[src/rtl/uart_program_loader.sv]
// ---------------------------------------------------------------------------
// uart_program_loader
//
// Boot loader that sits between a UART receiver and the instruction memory
// of a single-cycle core. It receives a frame of bytes, assembles them into
// little-endian 32-bit words, and writes each word to instruction memory.
// The core is held in reset until a complete frame with a good checksum has
// been loaded.
//
// Frame layout (byte order on the wire):
//   0xA5 header, count_lo, count_hi, count*4 payload bytes, checksum
// The checksum is the 8-bit wrapping sum of count_lo, count_hi and every
// payload byte. The header and the checksum byte itself are not included.
//
// Ports:
//   clk           in   system clock
//   rst           in   asynchronous, active-high reset
//   rx_data       in   [7:0]  received byte, qualified by rx_valid
//   rx_valid      in   one-cycle strobe per received byte
//   mem_we        out  instruction-memory write strobe, one cycle per word
//   mem_addr      out  [31:0] byte address of the word being written
//   mem_wdata     out  [31:0] word being written
//   core_hold     out  1 = keep the core in reset
//   done          out  frame loaded with good checksum (sticky until rst)
//   error         out  frame aborted (sticky until the next header byte)
//   err_code      out  [1:0] 0 none, 1 timeout, 2 count too large, 3 bad checksum
//   words_loaded  out  [15:0] words written in the current or last frame
//
// Handshake: a byte is consumed in every cycle where rx_valid is high. There
// is no backpressure, so the loader accepts a byte on every cycle, including
// the cycle in which a completed word is being written (mem_we high).
// ---------------------------------------------------------------------------
module uart_program_loader #(
  parameter logic [31:0] BASE_ADDR      = 32'h0040_0000,
  parameter int          MAX_WORDS      = 64,
  parameter int          TIMEOUT_CYCLES = 50_000_000
) (
  input  logic        clk,
  input  logic        rst,
  input  logic [7:0]  rx_data,
  input  logic        rx_valid,
  output logic        mem_we,
  output logic [31:0] mem_addr,
  output logic [31:0] mem_wdata,
  output logic        core_hold,
  output logic        done,
  output logic        error,
  output logic [1:0]  err_code,
  output logic [15:0] words_loaded
);

  localparam logic [7:0]  HEADER     = 8'hA5;
  localparam logic [15:0] MAX_W      = 16'(MAX_WORDS);
  // The timeout fires on the edge where the idle count would reach
  // TIMEOUT_CYCLES-1, so the comparison is made one count earlier.
  localparam logic [31:0] TIMER_LAST = 32'(TIMEOUT_CYCLES - 2);

  localparam logic [1:0] ERR_TIMEOUT  = 2'd1;
  localparam logic [1:0] ERR_COUNT    = 2'd2;
  localparam logic [1:0] ERR_CHECKSUM = 2'd3;

  typedef enum logic [2:0] {
    S_IDLE   = 3'd0,
    S_CNT_LO = 3'd1,
    S_CNT_HI = 3'd2,
    S_DATA   = 3'd3,
    S_CHECK  = 3'd4,
    S_DONE   = 3'd5,
    S_ERR    = 3'd6
  } state_t;

  state_t      state;
  state_t      state_next;

  logic [15:0] count;
  logic [15:0] word_idx;
  logic [1:0]  byte_idx;
  logic [23:0] word_buf;
  logic [7:0]  checksum;
  logic [31:0] timer;

  logic        in_frame;
  logic        in_frame_next;
  logic        err_set;
  logic [1:0]  err_val;
  logic [15:0] count_full;
  logic [15:0] last_word;

  // States in which the inter-byte timer is running.
  assign in_frame      = (state == S_CNT_LO) || (state == S_CNT_HI) ||
                         (state == S_DATA)   || (state == S_CHECK);
  assign in_frame_next = (state_next == S_CNT_LO) || (state_next == S_CNT_HI) ||
                         (state_next == S_DATA)   || (state_next == S_CHECK);

  // Full word count as it will be once the current byte lands in count_hi.
  assign count_full = {rx_data, count[7:0]};
  assign last_word  = count - 16'd1;

  assign core_hold = (state != S_DONE);
  assign done      = (state == S_DONE);
  assign error     = (state == S_ERR);

  // -------------------------------------------------------------------------
  // State register
  // -------------------------------------------------------------------------
  always_ff @(posedge clk or posedge rst) begin
    if (rst) begin
      state <= S_IDLE;
    end else begin
      state <= state_next;
    end
  end

  // -------------------------------------------------------------------------
  // Next-state logic
  // -------------------------------------------------------------------------
  always_comb begin
    state_next = state;
    err_set    = 1'b0;
    err_val    = 2'd0;

    case (state)
      S_IDLE: begin
        if (rx_valid && (rx_data == HEADER)) state_next = S_CNT_LO;
      end
      S_CNT_LO: begin
        if (rx_valid) state_next = S_CNT_HI;
      end
      S_CNT_HI: begin
        if (rx_valid) begin
          if (count_full > MAX_W) begin
            state_next = S_ERR;
            err_set    = 1'b1;
            err_val    = ERR_COUNT;
          end else if (count_full == 16'd0) begin
            state_next = S_CHECK;
          end else begin
            state_next = S_DATA;
          end
        end
      end
      S_DATA: begin
        if (rx_valid && (byte_idx == 2'd3) && (word_idx == last_word)) begin
          state_next = S_CHECK;
        end
      end
      S_CHECK: begin
        if (rx_valid) begin
          if (rx_data == checksum) begin
            state_next = S_DONE;
          end else begin
            state_next = S_ERR;
            err_set    = 1'b1;
            err_val    = ERR_CHECKSUM;
          end
        end
      end
      S_DONE: begin
        state_next = S_DONE;
      end
      S_ERR: begin
        if (rx_valid && (rx_data == HEADER)) state_next = S_CNT_LO;
      end
      default: begin
        state_next = S_IDLE;
      end
    endcase

    // A byte arriving in the expiry cycle wins over the timeout, which is
    // why the timeout only applies when rx_valid is low.
    if (in_frame && !rx_valid && (timer == TIMER_LAST)) begin
      state_next = S_ERR;
      err_set    = 1'b1;
      err_val    = ERR_TIMEOUT;
    end
  end

  // -------------------------------------------------------------------------
  // Datapath: count, checksum, word assembly, memory write, timer
  // -------------------------------------------------------------------------
  always_ff @(posedge clk or posedge rst) begin
    if (rst) begin
      mem_we       <= 1'b0;
      mem_addr     <= BASE_ADDR;
      mem_wdata    <= 32'd0;
      err_code     <= 2'd0;
      words_loaded <= 16'd0;
      count        <= 16'd0;
      word_idx     <= 16'd0;
      byte_idx     <= 2'd0;
      word_buf     <= 24'd0;
      checksum     <= 8'd0;
      timer        <= 32'd0;
    end else begin
      mem_we <= 1'b0;

      if (in_frame_next && !rx_valid) begin
        timer <= timer + 32'd1;
      end else begin
        timer <= 32'd0;
      end

      if (err_set) begin
        err_code <= err_val;
      end

      case (state)
        S_IDLE, S_ERR: begin
          // A header starts a fresh frame from either waiting state.
          if (rx_valid && (rx_data == HEADER)) begin
            err_code     <= 2'd0;
            words_loaded <= 16'd0;
            count        <= 16'd0;
            word_idx     <= 16'd0;
            byte_idx     <= 2'd0;
            checksum     <= 8'd0;
          end
        end
        S_CNT_LO: begin
          if (rx_valid) begin
            count[7:0] <= rx_data;
            checksum   <= checksum + rx_data;
          end
        end
        S_CNT_HI: begin
          if (rx_valid) begin
            count[15:8] <= rx_data;
            checksum    <= checksum + rx_data;
          end
        end
        S_DATA: begin
          if (rx_valid) begin
            checksum <= checksum + rx_data;
            byte_idx <= byte_idx + 2'd1;
            if (byte_idx == 2'd3) begin
              // The top byte goes straight to the write port; the lower
              // three come from the assembly buffer. mem_addr/mem_wdata only
              // change here, so they hold while mem_we is low.
              mem_we       <= 1'b1;
              mem_addr     <= BASE_ADDR + {14'd0, word_idx, 2'b00};
              mem_wdata    <= {rx_data, word_buf};
              word_idx     <= word_idx + 16'd1;
              words_loaded <= words_loaded + 16'd1;
            end else begin
              case (byte_idx)
                2'd0:    word_buf[7:0]   <= rx_data;
                2'd1:    word_buf[15:8]  <= rx_data;
                default: word_buf[23:16] <= rx_data;
              endcase
            end
          end
        end
        default: begin
        end
      endcase
    end
  end

endmodule

[config.mk]
export PLATFORM = sky130hd
export DESIGN_NAME = uart_program_loader
export DESIGN_NICKNAME = d
export VERILOG_FILES = /design/src/rtl/uart_program_loader.sv
export SDC_FILE = /design/constraint.sdc
export NUM_CORES = 1
export LEC_CHECK = 0
export CORE_AREA = 2 2 132 134
export CTS_CLUSTER_DIAMETER = 30
export DETAILED_ROUTE_END_ITERATION = 16
export DIE_AREA = 0 0 134 136
export MAX_ROUTING_LAYER = met4
export PLACE_DENSITY = 0.76
export SLEW_MARGIN = 20
export SYNTH_ARGS = -nofsm -noshare
export SYNTH_HDL_FRONTEND = slang
export SYNTH_SLANG_ARGS = --single-unit
[constraint.sdc]
create_clock -name clk -period 5.3 [get_ports clk]
set_input_delay 1.06 -clock clk [delete_from_list [all_inputs] [get_ports clk]]
set_output_delay 1.06 -clock clk [all_outputs]
set_load 0.005 [all_outputs]
==> reports/metrics.yaml, run 1 <==
critical_path:
  endpoint_kind: "register"
  cp_max_fo: 9
  critPathLaunchType: "input port"
  critical_path_buf_inv_count: 1
  worstPathRequired_ps: 5600
  r2r_setup_slack_ps: 1850
  arrival_ps: 4260
  cp_slowest_cell: "clkdlybuf4s50_1"
  cpMostUsedCell: "nand3_1"
  cp_top_family: "simple AND/OR/NAND/NOR gates"
  critical-path-max-stage-delay_ps: 620
  criticalPathCategory: "input port to register"
  path_cells: "clkdlybuf4s50_1 > nor4_1 > nand3_1 > o21ai_1 > nand3_1 > nor3_1 > nand3_1 > xor2_1 > nor2_1"
grt:
  antenna_found_initial: 0
  grt-ovfl-total: 0
  grt_max_degree: 88
  grt_pass1_wl_um: 31200
  grt.total_usage: 0.220
  top_usage_layer: "met2"
  grtUsageMet1: 0.293
  grt_use_met3: 0.0399
  grt_util_met2: 0.342
  grt_pass1_vias: 6282
logic_synthesis:
  yosysSeqAreaShare: 0.499
  synth-seq-cells: 168
  synth-edff-count: 0
  synthCells: 865
  synth.distinct_cells: 65
  ys.flop_type: "dfrtp_1"
  ys_warn_count: 0
  async_flop_share: 1.00
  syn_area_mm2: 0.00843
  syn_avg_cell_area_um2: 9.74
routing:
  finalWirelength_um: 18500
  wl_per_cell_um: 15.8
  route.detailed.drc: 0
  detail-route-antenna-nets: 0
  dr.first_iter.drc_count: 464
  via_per_inst: 5.48
  num_vias: 6403
  drt_pre_antenna_iters: 4
final_layout:
  final_util: 0.590
  syn2layout_area_growth_pct: 18.1
  fill_cells: 1408
  final_cell_count_no_fill: 1169
  antenna_cells: 0
  drive_gt1_frac: 0.0996
  final_nets: 959
placed_design:
  finalWeightedCongestion: 0.884
  io_buffer_count: 80
  dp_hpwl_um: 12200
  place_inst: 1136
  dpl_worst_slack_ps: 895
sta:
  fin_crit_sh: 0.749
  fin_ws_ps: 1330
  setup_viol: 0
  hold_viol: 0
  fmax_ghz: 0.252
  worst_slew_pin_slew_ps: 1000
  rsz0062_at_grt: "false"
  relSlewSlack: 0.328
  drv_slew: 0
  tns_ps: 0
  fin_skew_ps: 18.6
  min_period_ps: 3970
power_and_ir_drop:
  p_int_mw: 2.39
  pwr-share-seq: 0.429
  total_power_mw: 3.52
  comb_power_share: 0.213
  power_density_mw_per_mm2: 354
  ir_drop_v: 0.000265
  swShare: 0.323
  p_switching_mw: 1.14
  clockPowerShare: 0.358
  p_leak_nw: 4.55
clock_tree:
  clk_path_buf_depth: 2
  clk_pin_slew_ps: 70
  cts_tree: "built"
  postCtsHoldBufs: 0
  cts_buffers: 17
  worstSkewPairLatency_ps: 440
  postCtsSetupBuffers: 0
  numClockSinks: 168
  cts_resized: 0
  h-tree-depth: 4
  cts-root-buf: "clkbuf_16"
floorplanning:
  die_y_um: 136
  start_util: 0.499
  io_pins: 97
  core_region_area_mm2: 0.0169
  die_area_mm2: 0.0182
  num_rows: 48
  die-width_um: 134
outcome:
  status: "complete, no violations"
flow_run:
  drv_cap: 0
hold_path:
  hold_path.class: "register to register"
-- state kept, by name, indices dropped and copies added (netlist names) --
register,count
word_buf,24
word_idx,16
mem_wdata,32
words_loaded,16
mem_we,1
state,3
timer,32
byte_idx,2
err_code,2
mem_addr,16
count,16
checksum,8
-- worst paths after layout --
check                           cells past startpoint                to   startpoint
worst max register to register                     11         timer[22]     count[0]
worst max-delay path                                9      word_idx[15]   rx_data[4]
min in group asynchronous                           2  words_loaded[12]          rst
max in group asynchronous                           3         timer[18]          rst
worst min register to register                      2      mem_wdata[5]  word_buf[5]
worst min-delay path                                2      mem_wdata[5]  word_buf[5]
-- Yosys cell counts, drive strengths merged, types with 4 or more instances --
cell,number,area share
a21oi,11,0.0065
a22o,8,0.0083
a31oi,4,0.0030
and2,7,0.0052
and3,12,0.0089
and4,5,0.0052
buf,27,0.024
clkbuf,29,0.013
dfrtp,168,0.50
ha,16,0.024
inv,18,0.0080
mux2,25,0.033
mux2i,4,0.0048
nand2,195,0.087
nand3,31,0.018
nand4,21,0.016
nor2,53,0.024
nor2b,6,0.0045
nor3,46,0.034
nor3b,4,0.0036
nor4,8,0.0059
nor4b,4,0.0059
o21ai,23,0.014
o22ai,7,0.0052
or3,6,0.0045
xnor2,34,0.035
xor2,47,0.050
-- cells in the final DEF (no fill, tap or decap), types with 3 or more instances in the layout --
cell | netlist | layout
clkinv_4 | 0 | 3
clkbuf_16 | 0 | 17
ha_1 | 16 | 16
nor3_2 | 11 | 11
mux2i_1 | 4 | 4
nor3b_1 | 4 | 4
or3_1 | 6 | 6
mux2_2 | 25 | 25
nor4b_1 | 3 | 3
o21ai_1 | 3 | 3
nand2b_1 | 3 | 3
and3_1 | 12 | 12
xor2_1 | 46 | 46
and4_1 | 5 | 5
a22o_1 | 8 | 8
inv_8 | 0 | 3
nand2_1 | 195 | 194
o21ai_0 | 20 | 20
a31oi_1 | 4 | 4
o31ai_1 | 3 | 3
nand3_1 | 31 | 31
dfrtp_1 | 168 | 168
nor2_1 | 53 | 52
nor4_1 | 8 | 8
xnor2_1 | 34 | 34
nand4_1 | 21 | 21
nor2b_1 | 6 | 6
a21o_1 | 3 | 3
o22ai_1 | 7 | 7
inv_1 | 18 | 17
conb_1 | 2 | 16
clkbuf_8 | 0 | 3
buf_4 | 16 | 7
and2_1 | 7 | 7
inv_6 | 0 | 4
nor3_1 | 35 | 35
a2111oi_2 | 3 | 3
a21oi_1 | 11 | 11
clkdlybuf4s50_1 | 0 | 80
-- worst register-to-register path: stages (launching register included) --
cell and delay (ps):
dfrtp_1 430, inv_1 110, ha_1 280, or4b_4 540, a2111oi_2 300, a31oi_1 90, o311ai_2 310, o2111ai_2 270
a211oi_2 340, xor2_2 150, buf_4 380, nor3_1 120
-- area by class of cell --
type	count	area (um2)	share of cell area
flip-flops and latches	168	4200	0.422
clock inverters	12	130	0.0131
clock buffers	20	467	0.0469
well taps	225	282	0.0283
inverters	19	75.1	0.00754
repair buffers	89	893	0.0897
multi-input cells	636	3900	0.392
-- power groups by stage --
stage	Clock (mW)	Sequential, mW	Combinational, mW
global route	1.33	1.52	0.833
CTS	1.27	1.51	0.750
finish	1.26	1.51	0.752
global placement	0	1.53	0.725
floorplan	0	1.47	0.665
detailed placement	0	1.53	0.744
-- metal layers --
layer / part of all wire / routed length, um / vias up
met2: 0.47 / 8760 / 179
met1: 0.46 / 8520 / 3150
met5: 0 / 0 / -
li1: - / - / 3052
met3: 0.050 / 929 / 22
met4: 0.015 / 281 / 0
-- stage by stage --
step | area [um2] | hold slack (ps)
floorplan | 8480 | 433
global placement | 9340 | 444
detailed placement | 9340 | 452
CTS | 9930 | 465
global route | 9950 | 489
finish | 9950 | 466
-- cells by family after synthesis --
kind of cell | Yosys count | share of synthesized area
AO/OA/AOI/OAI | 83 | 0.0714
XOR/XNOR | 81 | 0.0851
adder cells (fa/ha/maj) | 17 | 0.0261
buffers and inverters | 75 | 0.0453
flip-flops | 168 | 0.499
multiplexers | 29 | 0.0382
other | 2 | 0.000891
AND/OR/NAND/NOR | 410 | 0.234
Power figures use the tool's default switching activity.
==> inputs of run 2 (changes only) <==
clock period = 3.6 ns   (was 5.3 ns; I/O delays follow)
==> run 2 against run 1 <==
  * Power up 48%
  * Clock skew fell by 5.4 ps
  * Via count rose by 0.66%
  * Final cell count up 1.6%
  * Sequential share of layout area shrank 0.64 points
  * Non-clock buffer count up 19
==> reports/metrics.yaml, run 2 (synthesized netlist as in run 1, its figures left out) <==
sta:
  fmax_ghz: 0.299
  worst_slew_pin_slew_ps: 976  # -24.5 ps
  drv_slew: 0  # unchanged
  fin_crit_sh: 0.928
  min_period_ps: 3340
  fin_ws_ps: 258  # -1070 ps
  setup_viol: 0  # unchanged
  hold_viol: 0  # unchanged
  relSlewSlack: 0.345  # +0.0164
  fin_skew_ps: 13.2  # -5.40 ps
  rsz0062_at_grt: "false"
  tns_ps: 0  # unchanged
placed_design:
  dpl_cell_area_mm2: 0.00953  # +2.0%
  io_buffer_count: 80  # unchanged
  dpl_worst_slack_ps: 54.1  # -841 ps
  dp_hpwl_um: 12700  # +4.2%
  place_inst: 1156  # +1.8%
  finalWeightedCongestion: 0.877  # -0.86%
clock_tree:
  cts-root-buf: "clkbuf_16"
  clk_path_buf_depth: 2  # unchanged
  cts_resized: 0  # unchanged
  worstSkewPairLatency_ps: 430  # about the same
  postCtsSetupBuffers: 0  # unchanged
  numClockSinks: 168  # unchanged
  clk_pin_slew_ps: 70  # about the same
  cts_buffers: 17  # unchanged
  h-tree-depth: 4  # unchanged
  cts_tree: "built"
  postCtsHoldBufs: 0  # unchanged
final_layout:
  final_cell_count_no_fill: 1188  # +1.6%
  fill_cells: 1439  # +2.2%
  final_common_cell: "nand2_1"
  top_regs: "mem_wdata (32), timer (32), word_buf (24)"
  syn2layout_area_growth_pct: 19.9
  multi_input_area_mm2: 0.00390  # unchanged
  drive_gt1_frac: 0.117  # +0.0178
  final_nets: 978  # +2.0%
  design_area_mm2: 0.0101  # +1.5%
  final_cell_mix: "nand2_1, dfrtp_1, clkdlybuf4s50_1"
  antenna_cells: 0  # unchanged
  seq_area_mm2: 0.00420  # unchanged
routing:
  via_per_inst: 5.43  # -0.95%
  wl_per_cell_um: 15.8  # -0.27%
  finalWirelength_um: 18700  # +1.3%
  dr.first_iter.drc_count: 463  # -0.22%
  drt_pre_antenna_iters: 5  # +1
  route.detailed.drc: 0  # unchanged
  num_vias: 6445  # +0.66%
  detail-route-antenna-nets: 0  # unchanged
floorplanning:
  num_rows: 48  # unchanged
  die_area_mm2: 0.0182  # unchanged
  core_region_area_mm2: 0.0169  # unchanged
  io_pins: 97  # unchanged
  die-width_um: 134  # unchanged
  die_y_um: 136  # unchanged
  start_util: 0.499  # unchanged
grt:
  grt_max_degree: 102  # +16%
  grt-ovfl-total: 0  # unchanged
  grt.total_usage: 0.221  # +0.00154
  grt_pass1_vias: 6305  # +0.37%
  grt_pass1_wl_um: 31500  # +0.86%
  antenna_found_initial: 0  # unchanged
power_and_ir_drop:
  power_density_mw_per_mm2: 517  # +46%
  p_leak_nw: 4.64  # +2.1%
  ir_drop_v: 0.000411  # +55%
critical_path:
  cp_slowest_cell: "or4b_4"
  endpoint_kind: "register"
  arrival_ps: 3650  # -610 ps
  critical-path-max-stage-delay_ps: 540  # -80 ps
  critPathLaunchType: "register"
  critical_path_buf_inv_count: 2  # +1
  cp_top_family: "compound AO/OA/AOI/OAI gates"
  criticalPathCategory: "register to register"
  cp_max_fo: 32  # +23
  path_cells: "inv_1 > ha_1 > or4b_4 > a2111oi_2 > a31oi_1 > o311ai_2 > o2111ai_2 > a211oi_2 > xor2_2 > buf_12 > nor3_1"
  worstPathRequired_ps: 3900  # -1700 ps
flow_run:
  drv_cap: 0  # unchanged
hold_path:
  hold_path.class: "register to register"
outcome:
  status: "complete, no violations"
-- run 2: area by class of cell --
cell class	count	area share
Tap cell	225	0.0279
Sequential cell	168	0.416
Timing Repair Buffer	108	0.105
Inverter	19	0.00743
Clock buffer	17	0.0421
Multi-Input combinational cell	636	0.386
Clock inverter	15	0.0155
-- run 2: metrics by stage --
| step | hold slack, ps | power [mW] | utilization |
|---|---|---|---|
| final | 468 | 5.22 | 0.599 |
| after floorplan | 433 | 3.15 | - |
| after detailed placement | 454 | 3.46 | 0.564 |
| after global routing | 496 | 5.47 | 0.599 |
| after global placement | 444 | 3.42 | 0.564 |
| after CTS | 473 | 5.25 | 0.599 |
-- run 2: path summary, 6_finish.rpt --
path | startpoint | end | slack (ps) | cells after the start
max in group asynchronous | rst | word_buf[4] | 2340 | 3
min | word_buf[12] | mem_wdata[12] | 470 | 2
min in group asynchronous | rst | timer[7] | 800 | 3
min reg2reg | word_buf[12] | mem_wdata[12] | 470 | 2
max | count[0] | timer[15] | 260 | 11
max reg2reg | count[0] | timer[15] | 260 | 11
-- run 2: power by group --
part	switching, mW	leakage (nW)	internal [mW]
combinational	0.681	2.07	0.522
sequential	0.198	2.28	2.03
clock	0.862	0.288	0.926
total	1.74	4.64	3.48
-- run 2: routing by layer --
metal  global-route usage  up-vias  part of all wire
met3               0.0391       20             0.052
met2                0.335      192              0.46
met1                0.306     3156              0.47
met5                    -        -                 0
li1                     -     3077                 -
met4               0.0674        0             0.014
-- run 2: worst min-delay path: cells and delay by family (launching register included) --
| kind | cells | cell delay (ps) |
|---|---|---|
| DFF | 1 | 340 |
| and+or+nand+nor | 2 | 90 |
==> inputs of run 3 (changes only) <==
--- a/config.mk
+++ b/config.mk
@@ -7,8 +7,8 @@
 export LEC_CHECK = 0
-export CORE_AREA = 2 2 132 134
+export CORE_AREA = 2 2 127 129
 export CTS_CLUSTER_DIAMETER = 30
 export DETAILED_ROUTE_END_ITERATION = 16
-export DIE_AREA = 0 0 134 136
+export DIE_AREA = 0 0 129 131
 export MAX_ROUTING_LAYER = met4
-export PLACE_DENSITY = 0.76
+export PLACE_DENSITY = 0.78
 export SLEW_MARGIN = 20
==> constraint.sdc (replaced) <==
create_clock -name clk -period 3.8 [get_ports clk]
set_input_delay 0.76 -clock clk [delete_from_list [all_inputs] [get_ports clk]]
set_output_delay 0.76 -clock clk [all_outputs]
set_load 0.01 [all_outputs]
==> run 3 against run 2 <==
  * First-iteration DRC count down 9.7%
  * Clock skew down 2.2 ps
  * Hold slack worse by 2.7 ps
  * Core utilization up 4.6 points
  * Clock-buffer cell count unchanged
  * Critical path depth unchanged
  * Final cell count down 1.2%
  * Critical path type unchanged
==> reports/metrics.yaml, run 3 (synthesized netlist as in run 1, its figures left out) <==
final_layout:
  fill_cells: 1240  # -14%
  final_cell_count_no_fill: 1174  # -1.2%
  seq_area_mm2: 0.00420  # unchanged
  final_cell_mix: "nand2_1, dfrtp_1, clkdlybuf4s50_1"
  drive_gt1_frac: 0.113  # -0.00461
  final_common_cell: "nand2_1"
  final_util: 0.645  # +0.0461
  top_regs: "mem_wdata (32), timer (32), word_buf (24)"
  antenna_cells: 0  # unchanged
  syn2layout_area_growth_pct: 19.4
  final_nets: 973  # -0.51%
  multi_input_area_mm2: 0.00390  # unchanged
power_and_ir_drop:
  pwr-share-seq: 0.423  # -0.004
  ir_drop_v: 0.000341  # -17%
  comb_power_share: 0.226  # -0.004
  p_switching_mw: 1.67  # -4.3%
  p_int_mw: 3.35  # -3.7%
  power_density_mw_per_mm2: 499  # -3.5%
  swShare: 0.332  # -0.00148
  clockPowerShare: 0.352  # +0.010
  total_power_mw: 5.02  # -3.9%
  p_leak_nw: 4.62  # -0.59%
grt:
  grt_pass1_vias: 6177  # -2.0%
  grt_pass1_wl_um: 31000  # -1.5%
  antenna_found_initial: 0  # unchanged
  grt-ovfl-total: 0  # unchanged
  grt.total_usage: 0.241  # +0.0200
  grt_max_degree: 122  # +20%
critical_path:
  rr_endpoint: "timer[13]"
  worstPathRequired_ps: 4110  # +210 ps
  critPathLaunchType: "register"
  r2r_setup_slack_ps: 470  # +210 ps
  cp_max_fo: 32  # unchanged
  crit_path_start: "count[0]"
  arrival_ps: 3640  # about the same
  criticalPathCategory: "register to register"
  reg2regPathDepth: 11  # unchanged
  r2r_start: "count[0]"
  endpoint_kind: "register"
clock_tree:
  cts-root-buf: "clkbuf_16"
  postCtsSetupBuffers: 0  # unchanged
  cts_tree: "built"
  clk_pin_slew_ps: 70  # about the same
  postCtsHoldBufs: 0  # unchanged
  h-tree-depth: 4  # unchanged
  cts_buffers: 17  # unchanged
  numClockSinks: 168  # unchanged
  cts_resized: 0  # unchanged
  worstSkewPairLatency_ps: 440  # about the same
  clk_path_buf_depth: 2  # unchanged
placed_design:
  dp_hpwl_um: 12600  # -0.52%
  finalWeightedCongestion: 0.900  # +2.7%
  io_buffer_count: 80  # unchanged
  place_inst: 1142  # -1.2%
floorplanning:
  die_area_mm2: 0.0169  # -7.3%
  die-width_um: 129  # -3.7%
  die_y_um: 131  # -3.7%
  io_pins: 97  # unchanged
  start_util: 0.540  # +0.0409
  num_rows: 46  # -4.2%
  core_region_area_mm2: 0.0156  # -7.6%
sta:
  hold_viol: 0  # unchanged
  tns_ps: 0  # unchanged
  drv_slew: 0  # unchanged
  rsz0062_at_grt: "false"
  fin_crit_sh: 0.876  # -0.0526
  fmax_ghz: 0.301  # +0.43%
  min_period_ps: 3330  # -14.4 ps
  worst_slew_pin_slew_ps: 1000  # +26.5 ps
  fin_skew_ps: 11.0  # -2.19 ps
  relSlewSlack: 0.327  # -0.0178
  setup_viol: 0  # unchanged
routing:
  via_per_inst: 5.47  # +0.91%
  dr.first_iter.drc_count: 418  # -9.7%
  wl_per_cell_um: 16.0  # +1.4%
  route.detailed.drc: 0  # unchanged
  num_vias: 6427  # -0.28%
  detail-route-antenna-nets: 0  # unchanged
  drt_pre_antenna_iters: 5  # unchanged
  finalWirelength_um: 18800  # +0.17%
hold_path:
  min_path_cells: 2  # unchanged
  hold_path.class: "register to register"
  hp-start: "word_buf[2]"
  min_to: "mem_wdata[2]"
flow_run:
  drv_cap: 0  # unchanged
outcome:
  status: "complete, no violations"
## run 3: cell count changes in the layout (fill, tap and decap cells not counted), sizes merged
cell    change
buf         -5
clkinv      -1
bufinv      +1
## run 3: final cells by class
type / instances / share of cell area
Clock inverter: 15 / 0.0182
Multi-Input combinational cell: 636 / 0.388
Clock buffer: 17 / 0.0423
Inverter: 19 / 0.00746
Sequential cell: 168 / 0.418
Tap cell: 216 / 0.0269
Timing Repair Buffer: 103 / 0.0993
## run 3: how the worst max path moves through the flow
stage	endpoint	slack, ps	cells past startpoint
final	timer[13]	470	11
after global routing	word_idx[13]	280	10
after CTS	timer[13]	470	11
after detailed placement	word_idx[15]	140	10
after global placement	timer[13]	230	11
after floorplan	timer[23]	790	9
## run 3: metal layers
layer  global-route usage  share of wire
met1                0.324           0.46
met2                0.360           0.46
met3               0.0485          0.060
met4                0.102          0.023
met5                    -              0
## run 3: power groups by stage
stage | clock network, mW | registers, mW | logic, mW
final | 1.76 | 2.12 | 1.13
after detailed placement | 0 | 2.15 | 1.13
after global routing | 1.87 | 2.14 | 1.24
after global placement | 0 | 2.14 | 1.09
after CTS | 1.80 | 2.11 | 1.13
after floorplan | 0 | 2.06 | 0.936
## run 3: critical path, stage by stage (launching register included)
cell,delay [ps]
dfrtp_1,440
inv_1,110
ha_1,270
or4b_4,530
a2111oi_2,310
a31oi_1,110
o311ai_2,340
o2111ai_2,250
a211oi_2,330
xor2_2,200
buf_12,220
nor3_1,80
## run 3: through the flow
step                      cell area [um2]  hold slack, ps  setup WS [ps]
after floorplan                      8480             433            793
after global placement               9450             446            229
after detailed placement             9450             449            137
after CTS                           10100             468            468
after global routing                10100             493            277
final                               10100             466            473
